<file path="src/rtl/wb_regfile.sv">
// wb_regfile: write-back select, 32xN integer register file and commit counter
module wb_regfile #(
    parameter int N = 32,
    parameter logic [N-1:0] SP_INIT = 32'h7FFF_EFFC,
    parameter logic [N-1:0] GP_INIT = 32'h1000_8000
) (
    input  logic         clk,
    input  logic         reset,
    input  logic [N-1:0] pc_4_i,
    input  logic         mem_to_reg_i,
    input  logic         reg_write_i,
    input  logic         jalr_i,
    input  logic [4:0]   write_register_i,
    input  logic [N-1:0] alu_result_i,
    input  logic [N-1:0] read_mem_data_i,
    input  logic [4:0]   read_register_1_i,
    input  logic [4:0]   read_register_2_i,
    output logic [N-1:0] read_data_1_o,
    output logic [N-1:0] read_data_2_o,
    output logic [N-1:0] wb_data_o,
    output logic [4:0]   wb_register_o,
    output logic         wb_en_o,
    output logic [31:0]  commit_count_o
);
    logic [N-1:0] regs [32];
    logic [31:0]  count_q;

    // write-back select and forwarding export; link address beats load data beats ALU
    always_comb begin
        wb_data_o     = jalr_i ? pc_4_i : mem_to_reg_i ? read_mem_data_i : alu_result_i;
        wb_register_o = write_register_i;
        wb_en_o       = reg_write_i && (write_register_i != 5'd0);
    end

    // storage; x0 is reset to zero and never enabled, so it reads as zero forever
    for (genvar g = 0; g < 32; g++) begin : g_reg
        // one register per index, written on the rising edge when addressed
        always_ff @(posedge clk or negedge reset) begin
            if (!reset)
                regs[g] <= (g == 2) ? SP_INIT : (g == 3) ? GP_INIT : '0;
            else if (wb_en_o && write_register_i == 5'(g))
                regs[g] <= wb_data_o;
        end
    end

    // count committed writes; wraps silently
    always_ff @(posedge clk or negedge reset) begin
        if (!reset)
            count_q <= '0;
        else if (wb_en_o)
            count_q <= count_q + 32'd1;
    end

    // combinational read ports with no bypass; same-cycle visibility comes from the half-cycle split
    always_comb begin
        read_data_1_o  = (read_register_1_i == 5'd0) ? '0 : regs[read_register_1_i];
        read_data_2_o  = (read_register_2_i == 5'd0) ? '0 : regs[read_register_2_i];
        commit_count_o = count_q;
    end
endmodule

</file>
<file path="config.mk">
export PLATFORM = sky130hd
export DESIGN_NAME = wb_regfile
export DESIGN_NICKNAME = d
export VERILOG_FILES = /design/src/rtl/wb_regfile.sv
export SDC_FILE = /design/constraint.sdc
export NUM_CORES = 2
export LEC_CHECK = 0
export ABC_AREA = 0
export CORE_MARGIN = 8
export CORE_UTILIZATION = 60
export DETAILED_ROUTE_END_ITERATION = 10
export PLACE_DENSITY = 0.79
export SYNTH_ARGS = -nofsm -noshare
export SYNTH_HDL_FRONTEND = slang
export SYNTH_SLANG_ARGS = --single-unit
</file>
<file path="constraint.sdc">
create_clock -name clk -period 4.9 [get_ports clk]
set_input_delay 0.49 -clock clk [delete_from_list [all_inputs] [get_ports clk]]
set_output_delay 0.49 -clock clk [all_outputs]
set_load 0.01 [all_outputs]
</file>
* Word-level counts from Yosys, hierarchy flattened
Index checks and enable logic that the tools add are counted.
Word-level totals: output and inout bits 134, bits in registers 1056, logic and storage cells 116
Operators by class: magnitude comparators 2, bitwise operators 2, reduce and logical (&&, ||, !) cells 37, equal/unequal tests 31, $add $sub $neg 1, mux-type cells 10
Operator list (count):
- binary-select mux 32 bit (select 5 bit) | 2
- two-way mux 32 bit | 8
- equality test 5 bit, second input constant | 16
- equality test 5 x 4 -> 1 bit, second input constant | 8
- logical AND 1 bit | 33
- adder 32 x 1 -> 32 bit, second input constant | 1
- equality test 5 x 3 -> 1 bit, second input constant | 4
- zero test 5 bit | 3
- greater-or-equal comparator 6 bit, second input constant | 2
- inverter 5 -> 6 bit | 2
- equality test 5 x 2 -> 1 bit, second input constant | 2
- equality test 5 x 1 -> 1 bit, second input constant | 1
- nonzero test 5 bit | 1

* Longest topological paths before layout
word-level depth 5, gate-level depth with buffers 9, depth with buffers taken out 6

* Worst setup path after synthesis
OpenSTA, ideal clock, no wires.
kind in2out, from input port read_register_1_i[1], to output port read_data_1_o[19], data required time 4410 ps, buffers on the path 5, setup slack 2278 ps, stages on the path 8, arrival time 2132 ps, cells stage by stage buf_6 buf_8 buf_8 buf_12 clkbuf_8 mux4_2 mux2i_1 a2111oi_0
On the way: longest elaborated chain between the ends 5
Ends and longest elaborated chain:
- start, declared | line 16 | input logic [4:0] read_register_1_i,
- inverter 5 -> 6 bit (implied by the code) | line 56 | read_data_1_o = (read_register_1_i == 5'd0) ? '0 : regs[read_register_1_i];
- binary-select mux 32 bit (select 5 bit) | line 56
- two-way mux 32 bit (implied by the code) (2 in series) | line 56
- two-way mux 32 bit * | line 56
- end, declared | line 18 | output logic [N-1:0] read_data_1_o,
Mark *: on every way between the ends. The rest lies on a longest branch, timed or not. The select of a mux whose other input is x is not followed.

* Worst setup path in the final report
from input port read_register_2_i[3], to output port read_data_2_o[27]
On the way: longest elaborated chain between the ends 5
Ends and longest elaborated chain:
- start, declared | line 17 | input logic [4:0] read_register_2_i,
- inverter 5 -> 6 bit (implied by the code) | line 57 | read_data_2_o = (read_register_2_i == 5'd0) ? '0 : regs[read_register_2_i];
- binary-select mux 32 bit (select 5 bit) | line 57
- two-way mux 32 bit (implied by the code) (2 in series) | line 57
- two-way mux 32 bit * | line 57
- end, declared | line 19 | output logic [N-1:0] read_data_2_o,
Marks and branches as above.

==> impl_metrics.ini <==
[run_status]
status = complete, no violations

[logic_synthesis]
yosys_warnings = 0
synthCells = 4874
synth_edf_count = 0
synthFlopType = dfrtp_1
yosys.area_share.simple = 0.0883
synth-seq-cells = 1056
synth_xor_area_frac = 0.00497
synth_top_family_by_area = multiplexers
synth_compound_area_frac = 0.125
ys_types = 43
synth_fp_nets = 4991
async_flop_share = 1.00
syn_avg_cell_area_um2 = 11.2
synth_area_um2 = 54700
synthAdderAreaFrac = 0.000229
synth_mux_area_frac = 0.252
synth_seq_area_share = 0.484

[power_and_ir_drop]
pwr_density_cell_nw_per_um2 = 409
p_leak_nw = 26.9
ir_drop_v = 0.000327

[timing]
fin_tns_setup_ns = 0
fin_crit_sh = 0.841
tightest_slew_ns = 1.22
hold-worst-slack_ns = 0.392
finalSetupViolCount = 0
hold_viol = 0
finalMaxSlewViolations = 0
rsz0062_at_grt = no
setup_slack_ns = 0.780
slew_headroom = 0.182
fin_crit_ns = 4.12
clock.fmax_mhz = 243
fin_worst_skew_ns = 0.00537

[setup_path]
max_stage_delay_ns = 0.66
r2r_cells = 5
crit_type = input port to primary output
cp_common_cell = buf_4
crit_fanout = 17
rrSetupSlack_ns = 2.44
path_cells = buf_2, buf_4, and2_2, buf_4, a221oi_1, a21oi_1, clkdlybuf4s50_1
critPathCaptureType = primary output
arrival_ns = 3.63
cp_slowest_cell = clkdlybuf4s50_1
critPathLaunchType = input port
r2r-start = commit_count_o[9]
cp.required_ns = 4.41
timing.rr.end = commit_count_o[30]

[global_routing]
grt_pass1_vias = 44000
grt_pass1_wl_mm = 271
grt_max_degree = 130
grt_use_total = 0.348
antenna_found_initial = 6
overflow = 0

[place]
place_area_um2 = 58200
io_buffers = 249
dpl_worst_slack_ns = 0.988
gp_congestion = 0.879
dp_hpwl_mm = 107

[detailed_routing]
drt-initial-drc-count = 6044
first_pass_iters = 6
drt-wirelength-per-cell_um = 28.8
drcViolationCount = 0
drt.antenna.violating_nets = 0
routed_wl_mm = 177
vias = 43400
drt-vias-per-instance = 7.05

[floorplan]
start_util = 0.606
die_x_um = 318
core.rowCount = 110
die-area_um2 = 101000
die_height_um = 318
core_area_um2 = 90100
io_pins = 250

[clocking]
post_cts_resized = 0
clk_path_buf_depth = 3
root_buffer = clkbuf_16
cts.sinks = 1056
postCtsSetupBuffers = 0
tritoncts = done
clk_pin_slew_worst_paths_ns = 0.05
clock_latency_ns = 0.67
cts-buffers-inserted = 111
cts_htree_levels = 3
cts_hold_buffers = 1

[finish]
nNetsFinal = 4996
drive_above_1_share = 0.197
stdcell_area_um2 = 61900
syn2layout_area_growth_pct = 13.3

[worst_hold_path]
whs_path_depth = 0
hold_class = flip-flop to flip-flop
whs_endpoint = regs[1022]
min_from = regs[1022]

[run]
drv_cap = 0
[synth_stat cells, drive strengths merged (3+ instances only)]
cell / count / share of area
inv: 40 / 0.0027
mux2i: 142 / 0.026
a211o: 15 / 0.0024
nor4: 4 / 0.00069
o21ai: 1033 / 0.095
nor2: 97 / 0.0067
a211oi: 24 / 0.0034
dfrtp: 1026 / 0.47
clkbuf: 380 / 0.026
nand2: 1045 / 0.072
nor3b: 4 / 0.00055
a31oi: 10 / 0.0011
nand3: 17 / 0.0016
mux2: 60 / 0.012
nor2b: 30 / 0.0034
buf: 139 / 0.016
a2111oi: 9 / 0.0019
nand4: 14 / 0.0016
mux4: 512 / 0.21
a21oi: 128 / 0.012
dfstp: 30 / 0.014
and2: 3 / 0.00034
a22oi: 18 / 0.0025
xor2: 15 / 0.0024
nor3: 11 / 0.0010
a221oi: 46 / 0.0074
nand2b: 3 / 0.00034
xnor2: 16 / 0.0026
[area by class of cell]
type                       instances  area, um^2
timing repair buffer             411        4070
sequential                      1056       26500
multi-input combinational       3259       26100
fill                            6150       28200
clock buffer                     180        3360
antenna                            6        15.0
tap                             1176        1470
clock inverter                    27         312
inverter                          40         150
[power breakdown]
group / switching (mW) / total [mW] / internal [mW]
logic: 2.60 / 5.23 / 2.63
clock network: 3.59 / 8.48 / 4.89
registers: 1.28 / 11.6 / 10.3
total: 7.46 / 25.3 / 17.8
[per-stage QoR]
stage | utilization | power (mW) | instances
after global routing | 0.687 | 26.3 | 6152
after detailed placement | 0.646 | 16.8 | 5941
after global placement | 0.646 | 16.4 | 5941
final | 0.687 | 25.3 | 6155
after CTS | 0.687 | 25.2 | 6149
after floorplan | - | 14.8 | 4874
[flip-flops by register name, indices dropped and copies added, names as in the netlist]
register,cells
commit_count_o,32
regs,1024
[how the worst max path moves through the flow]
stage / startpoint / slack [ns] / endpoint
6_report: read_register_2_i[3] / 0.78 / read_data_2_o[27]
4_1_cts: read_register_1_i[0] / 0.96 / read_data_1_o[7]
2_1_floorplan: read_register_1_i[1] / 2.28 / read_data_1_o[19]
3_3_place_gp: read_register_1_i[0] / 0.96 / read_data_1_o[5]
5_1_grt: read_register_1_i[0] / 0.86 / read_data_1_o[7]
3_5_place_dp: read_register_1_i[0] / 0.99 / read_data_1_o[7]
[per-layer routing]
layer,global-route usage,vias up,routed length [um]
met5,0,-,35
met4,0.165,6,9380
met3,0.125,644,25400
met2,0.515,3317,78900
met1,0.461,21800,63700
li1,-,17700,-
[cell usage in the layout (no fill, tap or decap), types with 30 or more instances in the layout]
cell type        Yosys  routed
a21oi_1            128      96
a21oi_2              0      32
a221oi_1            46      46
buf_4               39     134
clkbuf_1           378      39
clkbuf_16            0     113
clkdlybuf4s50_1      0     236
dfrtp_1           1026    1026
dfstp_2             30      30
inv_1               40      40
mux2_2              60      60
mux2i_1            142     142
mux4_1              42      42
mux4_2             470     470
nand2_1           1045    1022
nor2_1              97      95
o21ai_0           1025    1025
[cells by family after synthesis]
logic type | after synthesis
muxes | 714
adders and majority gates | 1
DFF | 1056
xor gates and xnor gates | 31
and+or+nand+nor | 1230
buffers and inverters | 559
AOI/OAI and AO/OA | 1283
[critical path, delay by kind of cell]
family,cells,cell delay [ns]
buf+inv,4,1.91
compound gates,2,0.54
simple gates,1,0.65
Note: power is estimated with default switching activity, not from simulation.
